File: src/rtl/fifo_write_arbiter.sv
// fifo_write_arbiter: round-robin arbiter sharing one FIFO write port
// between NREQ requesters. Grant, write enable and write data are
// combinational; the priority pointer and last grant index are registered.
// Optional macro FIFO_ARB_BURST_EN lets a granted requester keep the port
// for up to BURST_LEN consecutive beats.
module fifo_write_arbiter #(
    parameter int NREQ      = 4,
    parameter int DSIZE     = 8,
    parameter int BURST_LEN = 4
) (
    input  logic                      clk,
    input  logic                      rstn,
    input  logic [NREQ-1:0]           req,
    input  logic [NREQ*DSIZE-1:0]     req_data,
    output logic [NREQ-1:0]           gnt,
    input  logic                      fifo_full,
    output logic                      fifo_wr_en,
    output logic [DSIZE-1:0]          fifo_din,
    output logic [$clog2(NREQ)-1:0]   last_id
);

    localparam int IW = $clog2(NREQ);

    // Reject parameter values the arbiter is not built for.
    generate
        if (NREQ < 2 || NREQ > 16) begin : g_bad_nreq
            $error("fifo_write_arbiter: NREQ must be 2..16");
        end
        if (BURST_LEN < 1 || BURST_LEN > 255) begin : g_bad_burst
            $error("fifo_write_arbiter: BURST_LEN must be 1..255");
        end
    endgenerate

    // (base + off) modulo NREQ, valid for off in 0..NREQ
    function automatic logic [IW-1:0] wrap_add(input logic [IW-1:0] base, input int off);
        int sum;
        sum = int'(base) + off;
        if (sum >= NREQ) begin
            sum = sum - NREQ;
        end else begin
            sum = sum;
        end
        return sum[IW-1:0];
    endfunction

    logic [IW-1:0]    r_ptr;
    logic [IW-1:0]    r_last_id;
    logic             w_found;
    logic [IW-1:0]    w_rr_idx;
    logic [IW-1:0]    w_gnt_idx;
    logic             w_grant_ok;
    logic [NREQ-1:0]  w_gnt;
    logic [DSIZE-1:0] w_din;

`ifdef FIFO_ARB_BURST_EN
    typedef enum logic {ST_IDLE = 1'b0, ST_BURST = 1'b1} state_t;

    localparam logic [7:0] BURST_LEN_C = 8'(BURST_LEN);

    state_t        r_state;
    logic [IW-1:0] r_owner;
    logic [7:0]    r_beat_cnt;
`endif

    // Find the first asserted request scanning upward from the pointer.
    always_comb begin
        w_found  = 1'b0;
        w_rr_idx = '0;
        for (int k = 0; k < NREQ; k++) begin
            if (!w_found && req[wrap_add(r_ptr, k)]) begin
                w_found  = 1'b1;
                w_rr_idx = wrap_add(r_ptr, k);
            end else begin
                w_rr_idx = w_rr_idx;
            end
        end
    end

    // Decide whether a grant happens this cycle and to whom.
    always_comb begin
`ifdef FIFO_ARB_BURST_EN
        if (r_state == ST_BURST) begin
            w_gnt_idx  = r_owner;
            w_grant_ok = req[r_owner] & ~fifo_full & rstn;
        end else begin
            w_gnt_idx  = w_rr_idx;
            w_grant_ok = w_found & ~fifo_full & rstn;
        end
`else
        w_gnt_idx  = w_rr_idx;
        w_grant_ok = w_found & ~fifo_full & rstn;
`endif
    end

    // One-hot grant and the matching data word (zero when idle).
    always_comb begin
        w_gnt = '0;
        w_din = '0;
        if (w_grant_ok) begin
            w_gnt[w_gnt_idx] = 1'b1;
        end else begin
            w_gnt = '0;
        end
        for (int i = 0; i < NREQ; i++) begin
            if (w_gnt[i]) begin
                w_din = req_data[i*DSIZE +: DSIZE];
            end else begin
                w_din = w_din;
            end
        end
    end

    assign gnt        = w_gnt;
    assign fifo_wr_en = |w_gnt;
    assign fifo_din   = w_din;
    assign last_id    = r_last_id;

`ifdef FIFO_ARB_BURST_EN
    // Burst FSM: hold the port for the owner until it drops req or hits BURST_LEN.
    always_ff @(posedge clk or negedge rstn) begin
        if (!rstn) begin
            r_state    <= ST_IDLE;
            r_owner    <= '0;
            r_beat_cnt <= 8'd0;
            r_ptr      <= '0;
            r_last_id  <= '0;
        end else begin
            case (r_state)
                ST_IDLE: begin
                    if (w_grant_ok) begin
                        r_last_id <= w_gnt_idx;
                        if (BURST_LEN_C <= 8'd1) begin
                            r_ptr <= wrap_add(w_gnt_idx, 1);
                        end else begin
                            r_state    <= ST_BURST;
                            r_owner    <= w_gnt_idx;
                            r_beat_cnt <= 8'd1;
                        end
                    end
                end
                ST_BURST: begin
                    if (!req[r_owner]) begin
                        r_state    <= ST_IDLE;
                        r_ptr      <= wrap_add(r_owner, 1);
                        r_beat_cnt <= 8'd0;
                    end else if (w_grant_ok) begin
                        r_last_id <= r_owner;
                        if ((r_beat_cnt + 8'd1) == BURST_LEN_C) begin
                            r_state    <= ST_IDLE;
                            r_ptr      <= wrap_add(r_owner, 1);
                            r_beat_cnt <= 8'd0;
                        end else begin
                            r_beat_cnt <= r_beat_cnt + 8'd1;
                        end
                    end
                end
                default: begin
                    r_state    <= ST_IDLE;
                    r_beat_cnt <= 8'd0;
                end
            endcase
        end
    end
`else
    // Advance the pointer past the granted requester; hold when nothing is written.
    always_ff @(posedge clk or negedge rstn) begin
        if (!rstn) begin
            r_ptr     <= '0;
            r_last_id <= '0;
        end else if (w_grant_ok) begin
            r_ptr     <= wrap_add(w_gnt_idx, 1);
            r_last_id <= w_gnt_idx;
        end
    end
`endif

endmodule

File: config.mk
export PLATFORM = sky130hd
export DESIGN_NAME = fifo_write_arbiter
export DESIGN_NICKNAME = d
export VERILOG_FILES = /design/src/rtl/fifo_write_arbiter.sv
export SDC_FILE = /design/constraint.sdc
export NUM_CORES = 1
export LEC_CHECK = 0
export BUFFER_PORTS_ARGS = -buffer_cell sky130_fd_sc_hd__buf_2
export CAP_MARGIN = 10
export CELL_PAD_IN_SITES_DETAIL_PLACEMENT = 2
export CELL_PAD_IN_SITES_GLOBAL_PLACEMENT = 2
export CORE_UTILIZATION = 19
export CTS_BUF_LIST = sky130_fd_sc_hd__clkbuf_8 sky130_fd_sc_hd__clkbuf_16
export CTS_CLUSTER_SIZE = 16
export DETAILED_ROUTE_END_ITERATION = 10
export GPL_TIMING_DRIVEN = 0
export HOLD_SLACK_MARGIN = 0.06
export PLACE_DENSITY_LB_ADDON = 0.1
export SLEW_MARGIN = 25
export SYNTH_ARGS = -nofsm -noshare
export SYNTH_HDL_FRONTEND = slang
export SYNTH_SLANG_ARGS = --single-unit
export TNS_END_PERCENT = 20
File: constraint.sdc
create_clock -name clk -period 2.1 [get_ports clk]
set_clock_uncertainty 0.1 [all_clocks]
set_input_delay 0 -clock clk [delete_from_list [all_inputs] [get_ports clk]]
set_output_delay 0 -clock clk [all_outputs]
set_load 0.1 [all_outputs]
* Yosys cells after proc, flatten, opt, wreduce, memory -nomap -nowiden
Index checks and enable logic that the tools add are counted.
Storage, ports and cells: bits in registers 4, input port bits 39, output and inout bits 15, logic and storage cells 61
Operators by class: add/subtract/negate cells 9, $lt $le $gt $ge 11, muxes and demuxes 28, bitwise operators 3, reductions and logical operators 8
Operators with widths (count):
- $mux 8 | 4
- $mux 2 | 9
- $lt 2x3->1 const B | 5
- $ge 3x3->1 const B | 4
- $sub 2x1->2 const B | 5
- $mux 1 | 9
- $bmux 1 s2 | 4
- $add 2x1->3 const B | 2
- $add 2x2->3 const B | 2
- $logic_and 1x1->1 | 4
- $mux 4 | 1
- $reduce_or 4->1 | 1
- $ge 2x3->1 const B | 1
- $logic_not 1->1 | 3
- $and 1x1->1 | 2
- $demux 1 s2 | 1
- $ge 2x1->1 const B | 1
- $not 1->1 | 1

* Logic depth before layout (Yosys ltp)
word-level depth 23, mapped depth 8, gate-level depth less buffers 7

* Worst setup path before layout
Ideal clock, no wire load.
path type register -> output, start point register r_ptr[1], end point output port fifo_din[0], arrival 3204 ps, path slack -1204 ps, stages on the path, launching flop included 8, buffers on the path 0, cells stage by stage dfrtp_1 nand4b_1 o21ai_0 or3_1 ha_1 nand3b_1 a221o_1 a21oi_1
Between the ends: word-level cells in the longest chain between the ends 23, elaborated cells on any way between the ends 49, classes of those cells add/sub (7); order compare (6); mux (27); bitwise (2); reduce/logical (7)
RTL lines:
- start, declared | RTL line 46 | logic [IW-1:0] r_ptr;
- start signal, assigned | RTL line 171 | r_ptr <= wrap_add(w_gnt_idx, 1);
- branches (longest 18 deep; another with $add 2x1->3)
- $mux 4 (*) | RTL line 99 | if (w_grant_ok) begin
- $mux 8 (3 in series) | RTL line 105 | if (w_gnt[i]) begin
- $mux 8 (*) | RTL line 105
- end, declared | RTL line 18 | output logic [DSIZE-1:0] fifo_din,
Mark *: on every way between the ends. The select of a mux whose other input is x is not followed.

* Worst setup path in the final report
start point register r_ptr[1], end point output port fifo_din[1]
Same word-level chain as after synthesis.

==> summary.txt <==
CTS
  – Clk_lat worst skew: ~0.22 ns
  – CTS Buf Count: 3
  – CTS clk-pin slew, worst paths: approximately 0.03 ns
  – CTS root buf: clkbuf_8
  – Clk sinks: 4
  – Number of buffers on the longest clock path: 2
  – CTS H-tree lvls: 1
  – CTS tree: built

Critical path
  – Critical-path maximum fanout: 10
  – Worst path required time: about 2 ns
  – Kind of critical path: reg2out
  – CP Data Arrival Time: 2.40 ns
  – CP startpoint kind: flip-flop
  – Worst Setup End Kind: output port

Drt
  – Vias: approximately 980
  – Detailed Routing Iterations Pass 1: 4
  – Final wirelength: about 3.1 mm
  – Initial DRC Count: 21
  – Via density: between 4 and 5
  – DR WL/cell: between 15 and 20 um
  – Routed Antenna Nets: 0
  – Remaining DRCs: 0

STA
  – Fin crit share: 119%
  – Final setup viols: 11
  – Crit path time final: about 2.5 ns
  – Max_slew headroom: approximately 67%
  – RSZ-0062 raised after global routing: true
  – Hold slack: 0.128 ns
  – Max Freq: between 400 and 500 MHz
  – Final WS setup: -0.398 ns
  – Final hold vios: 0
  – Fin. max-slew vios: 0
  – Worst-margin pin slew: 0.495 ns

Floorplan
  – DIE HEIGHT: 64.1 um
  – Core Area: between 0.003 and 0.004 sq mm
  – Starting Density: about 20%
  – Die width: 64.1 um
  – IO Pins: 54
  – Die area: about 0.0041 sq mm
  – Row count: 22

Final layout
  – Ant. Diodes: 0
  – Final Core Density: around two fifths
  – Final nets: 201
  – Post-Layout Cell Count: 204
  – Area Growth Syn to Fin: 98.5%
  – Fin area: 0.00145 sq mm
  – Layout cells sized above 1: between 50% and 60%
  – # fillers: 429

Placement
  – HPWL after detailed placement: between 2 and 2.5 mm
  – Post-DP Area: roughly 0.0012 sq mm
  – Final GP Congestion: 0.701
  – Port-buffer cells: 53
  – Placed insts: 200

Logic synthesis
  – Ys Warns: 0
  – Yosys reg bits: 4
  – Top cells by area, synth: dfrtp_1, a21oi_1, a221o_1
  – Most frequent cell after synthesis: a21oi_1
  – Register area share after synthesis: between 10% and 20%
  – Asr flop ratio synth: 100%
  – EDFF count, synth: 0
  – Synth top cells by count: a21oi_1, inv_1, nand2_1
  – Mean Syn Cell Area: around 7.4 sq um
  – Synthesized Nets: roughly 140
  – Synth top area share: a little over an eighth
  – Ys flop type: dfrtp_1
  – Synth unique cells: 34
  – Area leader, netlist: dfrtp_1
  – Mapped Cells: slightly below 100
  – Cell Area, Synth: between 700 and 800 sq um

Power
  – Total Power: roughly 1.7 mW
  – Max IR drop VDD: ~680 uV
  – PwrDens: about 1200 mW/mm^2
  – Leak: 0.618 nW

Global route
  – Total global routing overflow: 0
  – Antenna violations before repair: 0
  – GRT Resource Usage Total: ~17%
  – First-pass GRT wire length: about 5.4 mm
  – Largest net degree at the start of global routing: 11
  – Vias in the first global route: between 1000 and 1500

Outcome
  – Failing checks: negative setup slack
  – Status: complete, but fails checks

Hold path
  – Worst Hold Class: in2reg

Flow run
  – Max-cap check violation count: 0
## final cells by class
type	instances	area, sq um	area share, %
Inverter	10	37.5	2.58
Clock buffer	3	41.3	2.84
Timing Repair Buffer	55	433	29.8
Multi-Input combinational cell	78	713	49.1
Buffer	6	66.3	4.57
Tap cell	48	60.1	4.13
Sequential cell	4	101	6.98
## worst max-delay path, stage by stage, from the launching register on
cell and delay [ns]:
dfrtp_2 0.46, mux2i_1 0.16, a21oi_2 0.17, nand3_1 0.12
ha_2 0.19, buf_6 0.13, clkbuf_8 0.17, a221o_1 0.40
a21oi_4 0.18, buf_12 0.19
## layer usage
metal  track usage (%)  share of wire (%)
met1              20.2                 43
met2              31.3                 52
met3              3.21                4.7
met4              1.70               0.25
met5                 0                  0
## logic make-up (layout without fill, tap and decap cells)
| kind of cell | Yosys count | count (layout) | synth area share (%) |
|---|---|---|---|
| compound gates | 36 | 36 | 34.9 |
| flops | 4 | 4 | 13.7 |
| fa+ha+maj | 4 | 4 | 6.84 |
| simple gates | 36 | 36 | 30.8 |
| buf+inv | 17 | 74 | 10.4 |
| mux | 2 | 2 | 3.42 |
## sequential cells by signal (all words and copies together) (netlist names)
name,count
r_ptr,2
last_id,2
## worst paths after layout
| kind | startpoint | to | slack, ns | depth (start not counted) |
|---|---|---|---|---|
| setup / recovery | r_ptr[1]$_DFFE_PN0N_ | fifo_din[1] | -0.40 | 9 |
| hold / removal | req[1] | last_id[1]$_DFFE_PN0N_ | 0.13 | 3 |
| setup reg to reg | r_ptr[1]$_DFFE_PN0N_ | r_ptr[1]$_DFFE_PN0N_ | 0.35 | 5 |
| hold reg to reg | last_id[1]$_DFFE_PN0N_ | last_id[1]$_DFFE_PN0N_ | 0.43 | 2 |
| max in group asynchronous | rstn | r_ptr[1]$_DFFE_PN0N_ | 1.09 | 3 |
| min in group asynchronous | rstn | last_id[1]$_DFFE_PN0N_ | 0.61 | 3 |
## what timing repair did
item,4_1_cts,5_1_grt
buffers inserted,0,0
gates resized for setup,39,13
hold endpoints to repair,4,0
endpoints found under the setup margin,13,13
hold buffers,2,0
pin swaps,0,1
## cells in the final DEF (no fill, tap or decap), types with 2 or more instances in the layout
| cell type | count |
|---|---|
| ha_2 | 2 |
| inv_1 | 9 |
| nand2_1 | 10 |
| nand2b_1 | 2 |
| nand3_1 | 2 |
| a21oi_1 | 9 |
| buf_6 | 6 |
| o21ai_0 | 3 |
| and2_2 | 2 |
| a21oi_4 | 8 |
| dfrtp_1 | 3 |
| clkbuf_8 | 4 |
| a221o_1 | 8 |
| buf_12 | 8 |
| dlygate4sd3_1 | 2 |
| and2_1 | 2 |
| nand3b_1 | 8 |
| buf_4 | 2 |
| buf_2 | 40 |
## where the power goes
| part | leakage [nW] | internal (mW) | switching [mW] | total, mW |
|---|---|---|---|---|
| combinational | 0.550 | 0.529 | 0.849 | 1.38 |
| sequential | 0.0467 | 0.108 | 0.0401 | 0.148 |
| clock | 0.0216 | 0.122 | 0.0417 | 0.164 |
| total | 0.618 | 0.759 | 0.931 | 1.69 |
## metrics by stage
step / setup slack, ns / TNS [ns]
final: -0.398 / -3.57
after CTS: -0.433 / -4.38
after floorplan: -0.262 / -2.28
after global placement: -0.665 / -6.56
after detailed placement: -0.646 / -6.43
after global routing: -0.551 / -5.23
Power figures use the tool's default switching activity.
